File: src/rtl/shift_seq_pkg.sv
// ----------------------------------------------------------------------------
// shift_seq_pkg
// Shared definitions for the shift_seq slice:
//   - mode_t     : shift mode encodings (SLL / SRA / ROR / reserved)
//   - FLAG_*     : bit indices into the 3-bit response flag vector
//   - state_t    : sequencer FSM states
//   - digit_t    : one base-3 digit of the shift amount (2'b00/01/10)
//   - digits_t   : the three digits of a 4-bit amount, d2 (x9) d1 (x3) d0 (x1)
//   - to_base3() : amount -> digits conversion
// ----------------------------------------------------------------------------
package shift_seq_pkg;

    typedef enum logic [1:0] {
        MODE_SLL  = 2'b00,
        MODE_SRA  = 2'b01,
        MODE_ROR  = 2'b10,
        MODE_RSVD = 2'b11
    } mode_t;

    localparam int unsigned FLAG_Z = 0;
    localparam int unsigned FLAG_V = 1;
    localparam int unsigned FLAG_N = 2;
    localparam int unsigned FLAG_W = 3;

    typedef enum logic [1:0] {
        ST_IDLE  = 2'd0,
        ST_SHIFT = 2'd1,
        ST_DONE  = 2'd2
    } state_t;

    typedef logic [1:0] digit_t;

    typedef struct packed {
        digit_t d2;
        digit_t d1;
        digit_t d0;
    } digits_t;

    // Comparison/subtract form keeps this a small constant network
    // rather than a general divider.
    function automatic digits_t to_base3(input logic [3:0] amt);
        digits_t    r;
        logic [3:0] rem9;
        logic [3:0] rem3;
        r.d2 = (amt >= 4'd9) ? 2'd1 : 2'd0;
        rem9 = (amt >= 4'd9) ? (amt - 4'd9) : amt;
        if (rem9 >= 4'd6) begin
            r.d1 = 2'd2;
            rem3 = rem9 - 4'd6;
        end else if (rem9 >= 4'd3) begin
            r.d1 = 2'd1;
            rem3 = rem9 - 4'd3;
        end else begin
            r.d1 = 2'd0;
            rem3 = rem9;
        end
        r.d0 = rem3[1:0];
        return r;
    endfunction

endpackage

File: src/rtl/shift_seq_if.sv
// ----------------------------------------------------------------------------
// shift_seq_if
// Request/response handshake bundle for shift_seq.
//   req_valid/req_ready : command handshake
//   req_data  [15:0]    : operand
//   req_amt   [3:0]     : shift amount 0..15
//   req_mode  [1:0]     : 00 SLL, 01 SRA, 10 ROR, 11 reserved
//   rsp_valid/rsp_ready : result handshake
//   rsp_data  [15:0]    : shifted result
//   rsp_flag  [2:0]     : Z/V/N at shift_seq_pkg::FLAG_* indices
// Modports: master = requester/consumer side, slave = shift_seq side.
// ----------------------------------------------------------------------------
interface shift_seq_if;

    logic        req_valid;
    logic        req_ready;
    logic [15:0] req_data;
    logic [3:0]  req_amt;
    logic [1:0]  req_mode;
    logic        rsp_valid;
    logic        rsp_ready;
    logic [15:0] rsp_data;
    logic [2:0]  rsp_flag;

    modport master (
        output req_valid, req_data, req_amt, req_mode, rsp_ready,
        input  req_ready, rsp_valid, rsp_data, rsp_flag
    );

    modport slave (
        input  req_valid, req_data, req_amt, req_mode, rsp_ready,
        output req_ready, rsp_valid, rsp_data, rsp_flag
    );

endinterface

File: src/rtl/shift_seq_stage.sv
// ----------------------------------------------------------------------------
// shift_stage
// Combinational single stage of the base-3 shifter: shifts operand_i by
// digit_i * 3^stage_i according to mode_i.
//   operand_i [15:0] : current working value
//   mode_i           : SLL zero fill / SRA sign fill / ROR rotate / RSVD -> 0
//   digit_i          : base-3 digit 0..2
//   stage_i   [1:0]  : digit weight index 0..2 (weights 1, 3, 9)
//   result_o  [15:0] : stage result
// ----------------------------------------------------------------------------
module shift_stage
    import shift_seq_pkg::*;
(
    input  logic [15:0] operand_i,
    input  mode_t       mode_i,
    input  digit_t      digit_i,
    input  logic [1:0]  stage_i,
    output logic [15:0] result_o
);

    logic [4:0]  amt;
    logic [3:0]  rot;
    logic [31:0] dbl;
    logic [31:0] dbl_sh;

    always_comb begin
        case (stage_i)
            2'd0:    amt = {3'b000, digit_i};
            2'd1:    amt = {3'b000, digit_i} * 5'd3;
            default: amt = {3'b000, digit_i} * 5'd9;
        endcase

        // Rotation of a doubled word avoids a separate left/right merge.
        rot    = amt[3:0];
        dbl    = {operand_i, operand_i};
        dbl_sh = dbl >> rot;

        case (mode_i)
            MODE_SLL: result_o = operand_i << amt;
            MODE_SRA: result_o = 16'($signed(operand_i) >>> amt);
            MODE_ROR: result_o = dbl_sh[15:0];
            default:  result_o = '0;
        endcase
    end

endmodule

File: src/rtl/shift_seq.sv
// ----------------------------------------------------------------------------
// shift_seq
// Multi-cycle 16-bit shifter. An accepted command's amount is split into
// three base-3 digits; each SHIFT cycle applies one digit through a single
// reused shift_stage, then the result is presented in DONE until consumed.
//   clk  : clock, rising edge
//   rst  : synchronous active-high reset
//   bus  : shift_seq_if.slave request/response handshake
//   busy : high whenever the FSM is not in IDLE
// Build option: define SHIFT_SEQ_EARLY_EXIT_EN to leave SHIFT as soon as all
// remaining higher digits are zero (latency 1/2/3 instead of fixed 3).
// ----------------------------------------------------------------------------
module shift_seq
    import shift_seq_pkg::*;
(
    input  logic       clk,
    input  logic       rst,
    shift_seq_if.slave bus,
    output logic       busy
);

    state_t          state_q;
    logic [1:0]      k_q;
    logic [15:0]     work_q;
    mode_t           mode_q;
    digits_t         digits_q;
    logic [15:0]     rsp_data_q;
    logic [2:0]      rsp_flag_q;
    logic            rsp_valid_q;
    logic            req_ready_q;
    logic            busy_q;

    digit_t          cur_digit;
    logic [15:0]     work_d;
    logic            last_stage;
    logic [2:0]      flag_d;

    always_comb begin
        case (k_q)
            2'd0:    cur_digit = digits_q.d0;
            2'd1:    cur_digit = digits_q.d1;
            default: cur_digit = digits_q.d2;
        endcase
    end

`ifdef SHIFT_SEQ_EARLY_EXIT_EN
    always_comb begin
        case (k_q)
            2'd0:    last_stage = (digits_q.d1 == 2'd0) && (digits_q.d2 == 2'd0);
            2'd1:    last_stage = (digits_q.d2 == 2'd0);
            default: last_stage = 1'b1;
        endcase
    end
`else
    always_comb begin
        last_stage = (k_q == 2'd2);
    end
`endif

    shift_stage u_stage (
        .operand_i (work_q),
        .mode_i    (mode_q),
        .digit_i   (cur_digit),
        .stage_i   (k_q),
        .result_o  (work_d)
    );

    always_comb begin
        flag_d         = '0;
        flag_d[FLAG_Z] = (work_d == 16'h0000);
    end

    always_ff @(posedge clk) begin
        if (rst) begin
            state_q     <= ST_IDLE;
            k_q         <= '0;
            work_q      <= '0;
            mode_q      <= MODE_SLL;
            digits_q    <= '0;
            rsp_data_q  <= '0;
            rsp_flag_q  <= '0;
            rsp_valid_q <= 1'b0;
            req_ready_q <= 1'b1;
            busy_q      <= 1'b0;
        end else begin
            case (state_q)
                ST_IDLE: begin
                    if (bus.req_valid) begin
                        work_q      <= bus.req_data;
                        mode_q      <= mode_t'(bus.req_mode);
                        digits_q    <= to_base3(bus.req_amt);
                        k_q         <= '0;
                        state_q     <= ST_SHIFT;
                        req_ready_q <= 1'b0;
                        busy_q      <= 1'b1;
                    end
                end
                ST_SHIFT: begin
                    work_q <= work_d;
                    if (last_stage) begin
                        state_q     <= ST_DONE;
                        rsp_data_q  <= work_d;
                        rsp_flag_q  <= flag_d;
                        rsp_valid_q <= 1'b1;
                    end else begin
                        k_q <= k_q + 2'd1;
                    end
                end
                ST_DONE: begin
                    if (bus.rsp_ready) begin
                        state_q     <= ST_IDLE;
                        k_q         <= '0;
                        rsp_valid_q <= 1'b0;
                        req_ready_q <= 1'b1;
                        busy_q      <= 1'b0;
                    end
                end
                default: begin
                    state_q     <= ST_IDLE;
                    rsp_valid_q <= 1'b0;
                    req_ready_q <= 1'b1;
                    busy_q      <= 1'b0;
                end
            endcase
        end
    end

    assign bus.req_ready = req_ready_q;
    assign bus.rsp_valid = rsp_valid_q;
    assign bus.rsp_data  = rsp_data_q;
    assign bus.rsp_flag  = rsp_flag_q;
    assign busy          = busy_q;

endmodule

File: src/flat_wrapper.sv
// flat-port wrapper written by rule: the top's interface ports become plain ports
module shift_seq_flat import shift_seq_pkg::*;
  (clk, rst, busy, bus_req_valid, bus_req_data, bus_req_amt, bus_req_mode, bus_rsp_ready, bus_req_ready, bus_rsp_valid, bus_rsp_data, bus_rsp_flag);
  shift_seq_if bus_i ();
  input  logic clk;
  input  logic rst;
  output logic busy;
  input wire logic [$bits(bus_i.req_valid)-1:0] bus_req_valid;
  input wire logic [$bits(bus_i.req_data)-1:0] bus_req_data;
  input wire logic [$bits(bus_i.req_amt)-1:0] bus_req_amt;
  input wire logic [$bits(bus_i.req_mode)-1:0] bus_req_mode;
  input wire logic [$bits(bus_i.rsp_ready)-1:0] bus_rsp_ready;
  output wire logic [$bits(bus_i.req_ready)-1:0] bus_req_ready;
  output wire logic [$bits(bus_i.rsp_valid)-1:0] bus_rsp_valid;
  output wire logic [$bits(bus_i.rsp_data)-1:0] bus_rsp_data;
  output wire logic [$bits(bus_i.rsp_flag)-1:0] bus_rsp_flag;
  assign bus_i.req_valid = bus_req_valid;
  assign bus_i.req_data = bus_req_data;
  assign bus_i.req_amt = bus_req_amt;
  assign bus_i.req_mode = bus_req_mode;
  assign bus_i.rsp_ready = bus_rsp_ready;
  assign bus_req_ready = bus_i.req_ready;
  assign bus_rsp_valid = bus_i.rsp_valid;
  assign bus_rsp_data = bus_i.rsp_data;
  assign bus_rsp_flag = bus_i.rsp_flag;
  shift_seq u_core (.clk(clk), .rst(rst), .bus(bus_i), .busy(busy));
endmodule
File: config.mk
export PLATFORM = sky130hd
export DESIGN_NAME = shift_seq_flat
export DESIGN_NICKNAME = d
export VERILOG_FILES = /design/src/rtl/shift_seq_pkg.sv /design/src/rtl/shift_seq_if.sv /design/src/rtl/shift_seq_stage.sv /design/src/rtl/shift_seq.sv /design/src/flat_wrapper.sv
export SDC_FILE = /design/constraint.sdc
export NUM_CORES = 1
export LEC_CHECK = 0
export CORE_UTILIZATION = 45
export CTS_CLUSTER_SIZE = 40
export DETAILED_ROUTE_END_ITERATION = 7
export GPL_TIMING_DRIVEN = 0
export HOLD_SLACK_MARGIN = 0.06
export PLACE_DENSITY = 0.68
export SLEW_MARGIN = 20
export SYNTH_ARGS = -nofsm -noshare
export SYNTH_HDL_FRONTEND = slang
export SYNTH_SLANG_ARGS = --single-unit
File: constraint.sdc
create_clock -name clk -period 4.01 [get_ports clk]
set_clock_uncertainty 0.2 [all_clocks]
set_input_delay 0.6015 -clock clk [delete_from_list [all_inputs] [get_ports clk]]
set_output_delay 0.6015 -clock clk [all_outputs]
set_load 0.01 [all_outputs]
; Yosys cells after proc, flatten, opt, wreduce, memory -nomap -nowiden
; Cells that the tools add are included.
[totals]
output_inout_bits = 22
inputBits = 26
elab_cells = 75
reg_bits = 48
[classes]
n_reduce_logical = 13
shifts = 3
bitwise_logic = 2
n_eq_ne = 10
n_addsub = 4
n_lt_le_gt_ge = 3
n_mul = 2
muxes = 26
[ops]
columns = op, count
row1 = 16-bit one-hot mux with 3 select lines, 1
row2 = 16-bit one-hot mux with 2 select lines, 1
row3 = 32-bit by 4-bit >> shifter with 16-bit output, 1
row4 = 16-bit logical NOT, 1
row5 = 16-bit 2-to-1 mux, 1
row6 = 2-bit 2-to-1 mux, 8
row7 = 16-bit by 5-bit left shift with 16-bit output, 1
row8 = 16-bit by 5-bit >>> shifter with 16-bit output, 1
row9 = 2-bit one-hot mux with 3 select lines, 2
row10 = 5-bit one-hot mux with 2 select lines, 1
row11 = 1-bit one-hot mux with 3 select lines, 3
row12 = 3-bit AND reduction, 3
row13 = 1-bit 2-to-1 mux, 7
row14 = "2-bit by 1-bit equality test with 1-bit output, second input constant", 3
row15 = "2-bit equality test, second input constant", 3
row16 = 2-bit logical NOT, 3
row17 = "2-bit != test, second input constant", 3
row18 = 2-bit AND reduction, 3
row19 = "2-bit by 4-bit multiplier with 5-bit output, second input constant", 1
row20 = "4-bit by 2-bit greater-or-equal comparator with 1-bit output, second input constant", 1
row21 = "4-bit by 3-bit greater-or-equal comparator with 1-bit output, second input constant", 1
row22 = "4-bit greater-or-equal comparator, second input constant", 1
row23 = "2-bit by 2-bit multiplier with 4-bit output, second input constant", 1
row24 = 4-bit 2-to-1 mux, 1
row25 = 9 further kinds, 11

; Depth between registers and ports, before layout
[logic_depth]
word_depth = 7
mapped_depth = 21
ltp_nobuf = 16

; By module
; A second synthesis with hierarchy kept.
[hier_totals]
cells_unflattened = 563
hier_area_um2 = 4345.4
[by_module_without_submodules]
columns = module, seq_area_each_um2, area_each_um2, instances, cells_per_inst
row1 = shift_stage, 0.0, 2182.1, 1, 305
row2 = shift_seq, 940.9, 2163.3, 1, 258

; Least setup slack after synthesis
; No wires, ideal clock.
[synth_path]
path_type = register to register
from = reg u_core.k_q[1]
to = reg u_core.rsp_flag_q[0] (netlist: u_core.bus.rsp_flag[0])
setup_time_ns = 0.084
path_stages_with_launch = 21
setup_slack_ns = -0.382
t_arrival_ns = 4.108
required_time_ns = 3.726
synth_period_minus_slack_ns = 4.392
path_cell_list = dfxtp_1 -> inv_1 -> ha_1 -> buf_2 -> nor2b_1 -> o21a_1 -> nor2_2 -> clkbuf_1 -> ha_1 -> a21o_1 -> buf_6 -> a21o_1 -> buf_6 -> buf_6 -> a21oi_1 -> mux2_2 -> a21oi_1 -> o21ai_0 -> a211oi_1 -> nand4_1 -> o31ai_2
[synth_between]
elab_chain_len = 7
[synth_rtl]
columns = item, line
row1 = "start, declared", shift_seq.sv:23  ; logic [1:0] k_q;
row2 = "start signal, assigned", shift_seq.sv:106  ; k_q <= k_q + 2'd1;
row3 = 2-bit by 1-bit equality test with 1-bit output / 2-bit logical NOT (equally long branches), "shift_seq_stage.sv:27, shift_seq.sv:39"
row4 = 2-bit one-hot mux with 2 select lines, shift_seq.sv:39  ; case (k_q)
row5 = 2-bit by 4-bit multiplier with 5-bit output / 2-bit by 2-bit multiplier with 4-bit output (equally long branches), "shift_seq_stage.sv:30, shift_seq_stage.sv:29"
row6 = 5-bit one-hot mux with 2 select lines, shift_seq_stage.sv:27  ; case (stage_i)
row7 = 16-bit by 5-bit >>> shifter with 16-bit output (tied with other cells), shift_seq_stage.sv:40  ; MODE_SRA: result_o = 16'($signed(operand_i) >>> amt);
row8 = 16-bit one-hot mux with 3 select lines, shift_seq_stage.sv:38  ; case (mode_i)
row9 = 16-bit logical NOT, shift_seq.sv:70  ; flag_d[FLAG_Z] = (work_d == 16'h0000);
row10 = "end signal, assigned", shift_seq.sv:103  ; rsp_flag_q <= flag_d;
row11 = "end, declared", shift_seq.sv:28  ; logic [2:0] rsp_flag_q;
; Several ways; a longest one is shown, not always the timed one.
; A chain may end at the register's enable or synchronous reset.

; Final worst setup path
[layout_path]
from = reg u_core.k_q[0]
to = reg u_core.rsp_flag_q[0] (netlist: u_core.bus.rsp_flag[0])
; Same word-level chain as after synthesis.

==> impl_results.md <==
- Status: finished, violations left
- Failing checks: negative setup slack
- Share of the synthesized area in the top cell type: 21.3%
- Layout fillers: 647
- DP Worst Slack: -1.28 ns
- Final ANT Viol Nets: 0
- Die ar.: 0.0102 mm2
- Seq cells post-synth: 47
- Worst skew pair latency: 0.31 ns
- Power per Cell Area: 333 mW/mm2
- Maximum vdd drop: 0.000343 V
- RD Place Congestion: 1.08
- DRC: 0
- Vias in the first global route: 5,886
- Cell variety after synth: 69
- Final period utilization: 107%
- Largest net degree at the start of global routing: 17
- Final Critical Period: 4.29 ns
- RSZ-0062 raised after global routing: true
- Ranking of synthesized cells by area: dfxtp_1, a21oi_1, a211oi_1
- CP endpoint kind: register
- Worst-path clk slew: 0.10 ns
- HPWL Detailed: 15,200 um
- Layout cells sized above 1: 32.6%
- CTS tree: done
- Sequential area share after synthesis: 21.3%
- TritonRoute pass-1 iters: 6
- P_leak: 2.24 nW
- H-tree depth: 2
- Die X: 101 um
- Crit Path Max Fanout: 8
- Cell accounting for the most synthesized area: dfxtp_1
- Grt total ovfl: 0
- Mean post-synth cell area: 7.03 um2
- Cts bufs inserted: 5
- Avg WL per Cell: 27.0 um
- PnR worst setup slack: -0.277 ns
- Port Buf Inserts: 45
- DR iter-0 viols: 1,046
- Vias/cell: 7.28
- Setup Crit Path Kind: reg2reg
- Synthesized instance count: 627
- Max-slew headroom: 40.1%
- Critical Path Source Type: register
- Tot Pwr: 2.23 mW
- Ys Warns: 0
- Synthesis-to-finish area growth: 51.7%
- Clock buffer depth: 2
- Max Cap Viol: 0
- Most frequent cell after synthesis: nand2_1
- Die height: 101 um
- Io pins: 48
- Starting Density: 47.0%
- NumNets Final: 775
- Core Box Area: 0.00937 mm2
- Top_reg_cell synth: dfxtp_1
- Setup violations, final: 23
- Total Wirelength: 23,400 um
- CTS Hold Buffers Added: 0
- CP arrival: 4.32 ns
- Final Max Tran Viols: 0
- CTS root buf: clkbuf_8
- CTS sink cnt: 47
- Achievable Freq: 233 MHz
- # rows: 35
- First-pass GRT wire length: 34,100 um
- Hold slack: 0.257 ns
- Worst-margin pin slew: 0.899 ns
- Antenna violations before repair: 0
- Post-Syn Area: 0.00441 mm2
- Async SR Flop Fraction: 0%
- Final Hold Fails: 0
- Crit path required time: 4.04 ns
- Worst hold-check path type: reg2reg
- Util after Layout: 71.4%
- Total GRT Usage: 44.7%
- Synth cell count leaders: nand2_1, nor2_1, a21oi_1
- Post-synth EDFFs: 0
- ANT cells: 0
- Via count: 6,323
final timing paths:
| check | from | endpoint | slack, ns | cells after the start |
|---|---|---|---|---|
| hold / removal | u_core.bus.rsp_data[0]$_SDFFE_PP0P_ | u_core.bus.rsp_data[0]$_SDFFE_PP0P_ | 0.26 | 2 |
| setup reg to reg | u_core.k_q[0]$_SDFFE_PP0P_ | u_core.bus.rsp_flag[0]$_SDFFE_PP0P_ | -0.28 | 18 |
| hold reg to reg | u_core.bus.rsp_data[0]$_SDFFE_PP0P_ | u_core.bus.rsp_data[0]$_SDFFE_PP0P_ | 0.26 | 2 |
| setup / recovery | u_core.k_q[0]$_SDFFE_PP0P_ | u_core.bus.rsp_flag[0]$_SDFFE_PP0P_ | -0.28 | 18 |
critical path, cell delays in order (launching register included):
cell and delay [ns]:
dfxtp_4 0.39, inv_2 0.07, ha_4 0.18, nor2b_2 0.18, o21a_4 0.24, nor2_4 0.14
buf_8 0.12, ha_4 0.20, a21o_1 0.16, buf_6 0.13, a21o_1 0.20, buf_8 0.15
mux4_2 0.51, nand2_2 0.10, a32oi_1 0.09, a2111o_1 0.50, nor4b_2 0.31, nand4b_1 0.16
o31ai_2 0.20
cell usage in the layout (no fill, tap or decap), types with 6 or more instances in the layout:
| cell type | instances |
|---|---|
| a211oi_1 | 14 |
| a21oi_1 | 44 |
| clkbuf_8 | 6 |
| o21ai_2 | 9 |
| a21oi_4 | 7 |
| nor2_1 | 59 |
| nand2_1 | 63 |
| a211oi_2 | 14 |
| a21oi_2 | 15 |
| nor2_2 | 6 |
| nand3_1 | 9 |
| buf_6 | 10 |
| buf_4 | 57 |
| o2bb2ai_1 | 7 |
| a211oi_4 | 14 |
| clkdlybuf4s50_1 | 45 |
| inv_1 | 18 |
| o21a_1 | 9 |
| a21o_1 | 9 |
| a22oi_1 | 16 |
| nor3_1 | 14 |
| o21ai_0 | 23 |
| mux2i_1 | 7 |
| nand4_1 | 6 |
| ha_1 | 6 |
| o22ai_1 | 8 |
| dfxtp_1 | 45 |
| clkbuf_1 | 27 |
routing by layer:
metal	global-route usage [%]	share of wire, %
met4	26.1	8.3
met3	10.4	13
met1	54.0	34
met2	72.5	45
met5	0	0
timing repair:
item	4_1_cts	5_1_grt
pin swaps	30	46
cloned	0	2
resized for setup	103	97
buffers inserted	30	29
endpoints found under the setup margin	33	33
through the flow:
stage	instance area [um2]	cells	setup TNS (ns)
floorplan	4540	628	0
global placement	5150	802	-27.89
detailed placement	5150	802	-27.52
CTS	5990	839	-0.306
global route	6690	869	-4.66
finish	6690	869	-1.96
cell type report:
cell class | instances | area (um2) | share of cell area (%)
well taps | 129 | 161 | 2.41
flip-flops and latches | 47 | 946 | 14.1
clock buffers | 5 | 68.8 | 1.03
repair buffers | 105 | 978 | 14.6
clock inverters | 3 | 46.3 | 0.692
plain buffers | 54 | 375 | 5.61
multi-input cells | 504 | 4030 | 60.2
inverters | 22 | 85.1 | 1.27
flip-flops by register name, summed over array words and instances (netlist names):
| name | cells |
|---|---|
| u_core.bus.req_ready | 1 |
| u_core.bus.rsp_data | 16 |
| u_core.bus.rsp_flag | 1 |
| u_core.bus.rsp_valid | 1 |
| u_core.busy | 1 |
| u_core.digits_q | 5 |
| u_core.k_q | 2 |
| u_core.mode_q | 2 |
| u_core.state_q | 2 |
| u_core.work_q | 16 |
power by group:
| group | leakage [nW] | internal, mW | total, mW | switching [mW] |
|---|---|---|---|---|
| Combinational | 1.80 | 0.539 | 1.33 | 0.787 |
| Sequential | 0.385 | 0.493 | 0.543 | 0.0500 |
| Clock | 0.0548 | 0.188 | 0.359 | 0.171 |
| Total | 2.24 | 1.22 | 2.23 | 1.01 |
cell families after synthesis:
group | synth area share [%]
adder cells (fa/ha/maj) | 3.07
other | 0.0851
multiplexers | 4.85
flip-flops | 21.3
AO/OA/AOI/OAI | 42.3
AND/OR/NAND/NOR | 20.3
buffers and inverters | 7.69
XOR/XNOR | 0.397
(Power assumes the default switching activity.)
